==> config.mk <==
export PLATFORM = sky130hd
export DESIGN_NAME = alu_cmd_sequencer
export DESIGN_NICKNAME = d
export VERILOG_FILES = /design/src/rtl/alu_cmd_sequencer.sv
export SDC_FILE = /design/constraint.sdc
export NUM_CORES = 1
export LEC_CHECK = 0
export ABC_AREA = 1
export CORE_MARGIN = 5
export CORE_UTILIZATION = 25
export DETAILED_ROUTE_END_ITERATION = 16
export PLACE_DENSITY_LB_ADDON = 0.12
export SYNTH_ARGS = -nofsm -noshare
export SYNTH_HDL_FRONTEND = slang
export SYNTH_SLANG_ARGS = --single-unit
==> constraint.sdc <==
create_clock -name clk -period 2.4 [get_ports clk]
set_clock_uncertainty 0.1 [all_clocks]
set_input_delay 0.36 -clock clk [delete_from_list [all_inputs] [get_ports clk]]
set_output_delay 0.36 -clock clk [all_outputs]
set_load 0.05 [all_outputs]
==> src/rtl/alu_cmd_sequencer.sv <==
// alu_cmd_sequencer: accepts one ALU command at a time, fetches operands from a small register file,
// drives the combinational ALU, writes back and returns the result. Optional macro: ALU_SEQ_CARRY_CHAIN_EN.
module alu_cmd_sequencer #(
  parameter int WIDTH = 16,
  parameter int NREGS = 4,
  parameter int IDX_W = 2
) (
  input  logic             clk,
  input  logic             rst,
  input  logic             cmd_valid,
  output logic             cmd_ready,
  input  logic             cmd_mode,
  input  logic [3:0]       cmd_select,
  input  logic [IDX_W-1:0] cmd_src_a,
  input  logic [IDX_W-1:0] cmd_src_b,
  input  logic             cmd_imm_en,
  input  logic [WIDTH-1:0] cmd_imm,
  input  logic [IDX_W-1:0] cmd_dst,
  input  logic             cmd_use_carry,
  output logic             rsp_valid,
  input  logic             rsp_ready,
  output logic [WIDTH-1:0] rsp_data,
  output logic             rsp_carry,
  output logic             rsp_compare,
  output logic [WIDTH-1:0] alu_a,
  output logic [WIDTH-1:0] alu_b,
  output logic [3:0]       alu_select,
  output logic             alu_mode,
  output logic             alu_carry_in,
  input  logic [WIDTH-1:0] alu_result,
  input  logic             alu_carry,
  input  logic             alu_compare,
  input  logic [IDX_W-1:0] dbg_idx,
  output logic [WIDTH-1:0] dbg_data
);

  localparam logic [1:0] S_IDLE = 2'd0;
  localparam logic [1:0] S_EXEC = 2'd1;
  localparam logic [1:0] S_RESP = 2'd2;

  logic [1:0]       state;
  logic [WIDTH-1:0] rf [NREGS];
  logic             carry_flag;
  logic [IDX_W-1:0] dst_p0;
  logic             cin_next;
  logic             accept;

  assign cmd_ready = (state == S_IDLE) && !rst;
  assign accept    = cmd_valid && cmd_ready;
  assign rsp_valid = (state == S_RESP);
  assign dbg_data  = rf[dbg_idx];
  // The carry flag and the reported carry are captured together, so one register serves both.
  assign rsp_carry = carry_flag;

`ifdef ALU_SEQ_CARRY_CHAIN_EN
  assign cin_next = cmd_use_carry ? carry_flag : 1'b0;
`else
  logic unused_use_carry;
  assign unused_use_carry = cmd_use_carry;
  assign cin_next         = 1'b0;
`endif

  always_ff @(posedge clk) begin
    if (rst) begin
      state        <= S_IDLE;
      carry_flag   <= 1'b0;
      dst_p0       <= '0;
      alu_a        <= '0;
      alu_b        <= '0;
      alu_select   <= '0;
      alu_mode     <= 1'b0;
      alu_carry_in <= 1'b0;
      rsp_data     <= '0;
      rsp_compare  <= 1'b0;
      for (int i = 0; i < NREGS; i++) rf[i] <= '0;
    end else begin
      case (state)
        // accept stage: operands are latched here, ahead of any write-back to the same register
        S_IDLE: begin
          if (accept) begin
            alu_a        <= rf[cmd_src_a];
            alu_b        <= cmd_imm_en ? cmd_imm : rf[cmd_src_b];
            alu_select   <= cmd_select;
            alu_mode     <= cmd_mode;
            alu_carry_in <= cin_next;
            dst_p0       <= cmd_dst;
            state        <= S_EXEC;
          end
        end
        // execute stage: ALU settles for one cycle, result captured at the closing edge
        S_EXEC: begin
          rf[dst_p0]  <= alu_result;
          carry_flag  <= alu_carry;
          rsp_data    <= alu_result;
          rsp_compare <= alu_compare;
          state       <= S_RESP;
        end
        // response stage: outputs held until consumed
        S_RESP: begin
          if (rsp_ready) state <= S_IDLE;
        end
        default: state <= S_IDLE;
      endcase
    end
  end

endmodule
==> results.yml, run 1 <==
cts:
  tritoncts: "done"
  root_buffer: "sky130_fd_sc_hd__clkbuf_16"
  postCtsHoldBufs: 0
  post_cts.repair.setup_buffers: 0
  cts.htree.levels: 4
  cts-resized-gates: 0
  cts_max_path_buffers: 2
  tritoncts_num_sinks: 123
  worst_skew_pair_later_pin_latency_ns: 0.42
  worst_setup_hold_path_clk_slew_ns: 0.06
  tritoncts.num_buffers: 17
routing:
  wire_per_inst_um: 15.5
  drtAntennaViolNets: 0
  drt_iter0_drc: 467
  routed-via-count: 5434
  route.detailed.vias_per_inst: 4.29
  first_pass_detailed_route_iteration_total: 5
  wirelength_um: 19600
  drc_errors: 0
min_path:
  worstHoldPathType: "reg2reg"
placement:
  io_port_bufs: 124
  post-dp-hpwl_um: 14000
  place.detailed.instances: 1235
  globalplace.congestion: 0.762
timing:
  slew_at_the_pin_closest_to_its_max_slew_limit_ns: 0.587
  final_max_slew_viol_count: 0
  setup_viol: 0
  grt_setup_unrepaired: "false"
  min_cycle_time_layout_ns: 2.30
  report.final.hold_viol_count: 0
  max_clock_freq_mhz: 434
  slew-limit-headroom: 0.608
  timing.final.crit_share: 0.960
  tns_ns: 0
synth:
  synth.ff_latch_count: 123
  synth_cells: 807
  postSynthAreaPerCell_um2: 7.65
  synth-seq-area-share: 0.502
  yosys_warns: 0
  synthTopCellsByArea: "sky130_fd_sc_hd__edfxtp_1 31%, sky130_fd_sc_hd__dfxtp_1 19%, sky130_fd_sc_hd__nand2_1 10%, sky130_fd_sc_hd__nand3_1 7.8%, sky130_fd_sc_hd__inv_1 6.3%"
  cell_type_contributing_the_most_total_cell_area_after_synthesis: "sky130_fd_sc_hd__edfxtp_1"
  synthesis.area_um2: 6180
  synth_top_cell_area_share: 0.311
  synthesis.nets: 860
  yosys.cell_types.count: 31
global_routing:
  first_global_vias: 5253
  grt_pass1_wl_um: 31300
  grt.total_usage: 0.142
  grt_overflow_total: 0
  antenna_found_initial: 0
  grt_start_max_net_pins: 65
floorplanning:
  io-pin-count: 127
  design.core.area_um2: 24300
  fp.dieW_um: 167
  dieArea_um2: 27900
  floorplan.initialDensity: 0.254
  rows: 57
  die_height_um: 167
cells_and_area:
  fin_nets: 983
  instances_no_fill: 1267
  mostFrequentLayoutCell: "sky130_fd_sc_hd__nand2_1"
  drive_above_1_share: 0.123
  final_cell_mix: "165 x sky130_fd_sc_hd__nand2_1, 106 x sky130_fd_sc_hd__clkdlybuf4s50_1, 104 x sky130_fd_sc_hd__inv_1"
  area_growth_from_synthesis_to_layout_pct: 40.4
  antennaDiodeCount: 0
  post_route_core_utilization: 0.356
critical_path:
  required_ns: 1.94
  critical_path_class: "in2out"
  critical-path-max-stage-delay_ns: 0.52
  endpoint_class_of_the_critical_path: "output port"
  cp_common_cell: "sky130_fd_sc_hd__a21oi_1"
  timing.critical_path.from_type: "input port"
  critical_path_arrival_ns: 1.84
  worstPathMaxFanout: 21
  critical-path-slowest-cell: "sky130_fd_sc_hd__clkdlybuf4s50_1"
  crit_chain: "clkdlybuf4s50_1 -> inv_1 -> buf_4 -> o21ai_0 -> a21oi_1 -> a21oi_1 -> buf_12"
flow_run:
  max_cap_viol: 0
pwr:
  ir_drop_mv: 0.352
  power.density_cell_area_nw_per_um2: 734
  cellLeakagePower_nw: 3.82
outcome:
  outcome: "finished clean"
-- cell usage after synthesis --
master and count:
sky130_fd_sc_hd__clkinv_2 1, sky130_fd_sc_hd__clkbuf_2 1, sky130_fd_sc_hd__nor2_2 1, sky130_fd_sc_hd__inv_2 2
sky130_fd_sc_hd__o21ai_1 17, sky130_fd_sc_hd__buf_1 1, sky130_fd_sc_hd__nand3_1 96, sky130_fd_sc_hd__buf_4 3
sky130_fd_sc_hd__inv_4 1, sky130_fd_sc_hd__a21oi_1 64, sky130_fd_sc_hd__o211ai_1 16, sky130_fd_sc_hd__nor2_4 2
sky130_fd_sc_hd__nor2_1 97, sky130_fd_sc_hd__buf_2 25, sky130_fd_sc_hd__clkbuf_1 20, sky130_fd_sc_hd__nand2_2 2
sky130_fd_sc_hd__buf_6 3, sky130_fd_sc_hd__nand2_1 165, sky130_fd_sc_hd__nand2_4 1, sky130_fd_sc_hd__a31oi_1 1
sky130_fd_sc_hd__clkinv_1 1, sky130_fd_sc_hd__nand3_2 1, sky130_fd_sc_hd__o21ai_0 38, sky130_fd_sc_hd__nand3b_1 1
sky130_fd_sc_hd__nand3_4 1, sky130_fd_sc_hd__a31o_2 2, sky130_fd_sc_hd__or2_2 16, sky130_fd_sc_hd__dfxtp_1 59
sky130_fd_sc_hd__conb_1 1, sky130_fd_sc_hd__edfxtp_1 64, sky130_fd_sc_hd__inv_1 104
-- power by group --
group          internal [mW]  total, mW  switching (mW)
clock                   1.66       2.71            1.05
sequential              2.34       2.42          0.0847
combinational          0.467       1.23           0.762
total                   4.46       6.36            1.90
-- stage by stage --
step	cell area [µm²]	setup WS, ns	hold slack (ns)	total power [mW]
floorplan	6180	0.193	0.363	3.17
global placement	8040	0.0673	0.359	3.70
detailed placement	8040	0.0703	0.361	3.70
CTS	8650	0.0684	0.365	6.46
global route	8670	0.00946	0.373	6.66
finish	8670	0.0952	0.369	6.36
-- registers in the layout (all words and copies together), names as in the netlist --
register and count:
rsp_carry 1, rf 64, rsp_compare 1, alu_a 16, dst_p0 2, alu_b 16
rsp_data 16, alu_select 4, alu_mode 1, state 2
-- critical path, delay by kind of cell --
| kind | cells | cell delay, ns |
|---|---|---|
| compound gates | 3 | 0.51 |
| buf+inv | 4 | 0.98 |
-- cell families after synthesis --
kind of cell,count (synthesis),share of synthesized area
flip-flops,123,0.502
AND/OR/NAND/NOR,383,0.267
other,1,0.000607
AO/OA/AOI/OAI,138,0.120
buffers and inverters,162,0.110
-- layer usage --
| layer | global-route usage | wire length (µm) |
|---|---|---|
| met2 | 0.197 | 8050 |
| met5 | 0 | 0 |
| met3 | 0.0339 | 1060 |
| met1 | 0.217 | 10300 |
| met4 | 0.0402 | 149 |
-- final timing paths --
path	from	to	slack, ns	cells after the start
setup / recovery	dbg_idx[0]	dbg_data[7]	0.1	7
setup reg to reg	state[0]	rf[0][15]	0.87	7
hold reg to reg	alu_b[3]	alu_b[3]	0.37	2
hold / removal	alu_b[3]	alu_b[3]	0.37	2
-- cell type report --
class                           count  area [µm²]
Clock inverter                     14         186
Inverter                          109         413
Clock buffer                       18         429
Timing Repair Buffer              157        1720
Sequential cell                   123        3100
Fill cell                        2523       15700
Tap cell                          324         405
Multi-Input combinational cell    522        2410
No activity file was read; power rests on OpenSTA's default activity.
==> inputs of run 2 (changes only) <==
--- a/config.mk
+++ b/config.mk
@@ -6,10 +6,11 @@
 export NUM_CORES = 1
 export LEC_CHECK = 0
 export ABC_AREA = 1
+export CAP_MARGIN = 20
 export CORE_MARGIN = 5
 export CORE_UTILIZATION = 25
 export DETAILED_ROUTE_END_ITERATION = 16
-export PLACE_DENSITY_LB_ADDON = 0.12
+export PLACE_DENSITY = 0.43
 export SYNTH_ARGS = -nofsm -noshare
 export SYNTH_HDL_FRONTEND = slang
 export SYNTH_SLANG_ARGS = --single-unit
==> run 2 against run 1 <==
  * Die area unchanged
  * Global-route usage decreased by 0.38 points
  * Sequential share of layout area increased by 0.21 points
  * Maximum frequency increased by 0.56%
  * Combinational power about the same
  * Sequential power about the same
  * Highest routed layer unchanged
==> results.yml, run 2 (synthesis results as in run 1) <==
critical_path:
  critical_path_class: "in2out"
  critical_path_arrival_ns: 1.83
  required_ns: 1.94
  r2r-end: "rf[1][13]"
  timing.critical_path.from_type: "input port"
  reg2reg_slack_ns: 0.89
  worst-r2r-cell-count: 7
  worst_r2r_startpoint: "state[0]"
  worstPathMaxFanout: 21
  endpoint_class_of_the_critical_path: "output port"
floorplanning:
  fp.dieW_um: 167
  io-pin-count: 127
  rows: 57
  floorplan.initialDensity: 0.254
  die_height_um: 167
  dieArea_um2: 27900
  design.core.area_um2: 24300
timing:
  min_cycle_time_layout_ns: 2.29
  final_max_slew_viol_count: 0
  hold_slack_ns: 0.370
  slew-limit-headroom: 0.611
  timing.final.crit_share: 0.955
  grt_setup_unrepaired: "false"
  setup_viol: 0
  tns_ns: 0
  report.final.hold_viol_count: 0
  finalWorstSetupSlack_ns: 0.108
  max_clock_freq_mhz: 436
  slew_at_the_pin_closest_to_its_max_slew_limit_ns: 0.582
cells_and_area:
  largest_reg_flops: 64
  post_route_core_utilization: 0.354
  fin_nets: 984
  number_of_fillers_in_the_final_layout: 2537
  antennaDiodeCount: 0
  instances_no_fill: 1268
  area_growth_from_synthesis_to_layout_pct: 39.5
  mostFrequentLayoutCell: "sky130_fd_sc_hd__nand2_1"
  final_cell_mix: "165 x sky130_fd_sc_hd__nand2_1, 106 x sky130_fd_sc_hd__clkdlybuf4s50_1, 104 x sky130_fd_sc_hd__inv_1"
  post-route-cell-area_um2: 8620
  regMostFlops: "rf"
  drive_above_1_share: 0.120
cts:
  root_buffer: "sky130_fd_sc_hd__clkbuf_16"
  postCtsHoldBufs: 0
  cts.htree.levels: 4
  tritoncts.num_buffers: 17
  post_cts.repair.setup_buffers: 0
  tritoncts_num_sinks: 123
  tritoncts: "done"
  worst_skew_pair_later_pin_latency_ns: 0.42
  cts_max_path_buffers: 2
  cts-resized-gates: 0
  worst_setup_hold_path_clk_slew_ns: 0.06
global_routing:
  grt.total_usage: 0.138
  grt_start_max_net_pins: 65
  grt_overflow_total: 0
  antenna_found_initial: 0
  grt_pass1_wl_um: 30700
  first_global_vias: 5233
min_path:
  min_from: "alu_b[7]"
  worst_hold_path.num_cells: 2
  timing.hold.worst_endpoint: "alu_b[7]"
  worstHoldPathType: "reg2reg"
placement:
  place.detailed.instances: 1236
  post-dp-hpwl_um: 14100
  worst_case_setup_slack_after_placement_ns: 0.0984
  globalplace.congestion: 0.760
  io_port_bufs: 124
  place_area_um2: 8050
routing:
  drt_iter0_drc: 604
  route.detailed.vias_per_inst: 4.25
  first_pass_detailed_route_iteration_total: 5
  drtAntennaViolNets: 0
  wirelength_um: 19200
  wire_per_inst_um: 15.2
  routed-via-count: 5388
  drc_errors: 0
pwr:
  power.share.sequential: 0.392
  power_mw: 6.18
  power.density_cell_area_nw_per_um2: 717
  clkPwrFrac: 0.410
  net-switching-power_mw: 1.89
  cell_internal_pwr_mw: 4.29
  ir_drop_mv: 0.388
  combPwrFrac: 0.198
  cellLeakagePower_nw: 3.82
  power.share.switching: 0.306
flow_run:
  max_cap_viol: 0
outcome:
  outcome: "finished clean"
run 2: changes by cell type in the layout (fill, tap and decap cells not counted), sizes merged:
cell,previous run,this run
clkbuf,18,19
inv,112,117
clkinv,6,3
bufinv,3,1
buf,51,52
clkinvlp,2,1
run 2: worst max-delay path by stage:
stage / from / end / slack [ns] / cells past startpoint
finish: dbg_idx[0] / dbg_data[12] / 0.11 / 7
detailed placement: dbg_idx[0] / dbg_data[12] / 0.1 / 7
global route: dbg_idx[0] / dbg_data[3] / 0.008 / 7
global placement: dbg_idx[0] / dbg_data[12] / 0.1 / 7
CTS: state[1] / rsp_valid / 0.1 / 3
floorplan: dbg_idx[0] / dbg_data[5] / 0.19 / 6
run 2: per-layer routing:
metal,global-route usage,share of wire,routed length (µm),vias up
met5,0,0,0,-
met4,0.0339,0.0083,160,0
met3,0.0323,0.045,864,9
met2,0.198,0.41,7920,138
met1,0.209,0.53,10300,2380
li1,-,-,-,2861
run 2: layout make-up:
class	count	area, µm²	share of cell area
Clock buffer	19	443	0.0514
Clock inverter	13	130	0.0151
Inverter	109	413	0.0479
Multi-Input combinational cell	522	2400	0.278
Sequential cell	123	3100	0.360
Tap cell	324	405	0.0470
Timing Repair Buffer	158	1720	0.200
run 2: critical path, cell delays in order:
cell                              delay, ns
sky130_fd_sc_hd__clkdlybuf4s50_1       0.51
sky130_fd_sc_hd__inv_1                 0.10
sky130_fd_sc_hd__buf_4                 0.21
sky130_fd_sc_hd__o21ai_0               0.17
sky130_fd_sc_hd__a21oi_1               0.06
sky130_fd_sc_hd__a21oi_1               0.24
sky130_fd_sc_hd__buf_12                0.18
run 2: power by group through the flow:
stage | logic, mW | registers (mW) | clock network, mW
after detailed placement | 1.24 | 2.47 | 0
final | 1.22 | 2.42 | 2.53
after global routing | 1.32 | 2.44 | 2.71
after global placement | 1.24 | 2.46 | 0
after floorplan | 0.499 | 2.67 | 0
after CTS | 1.24 | 2.42 | 2.59
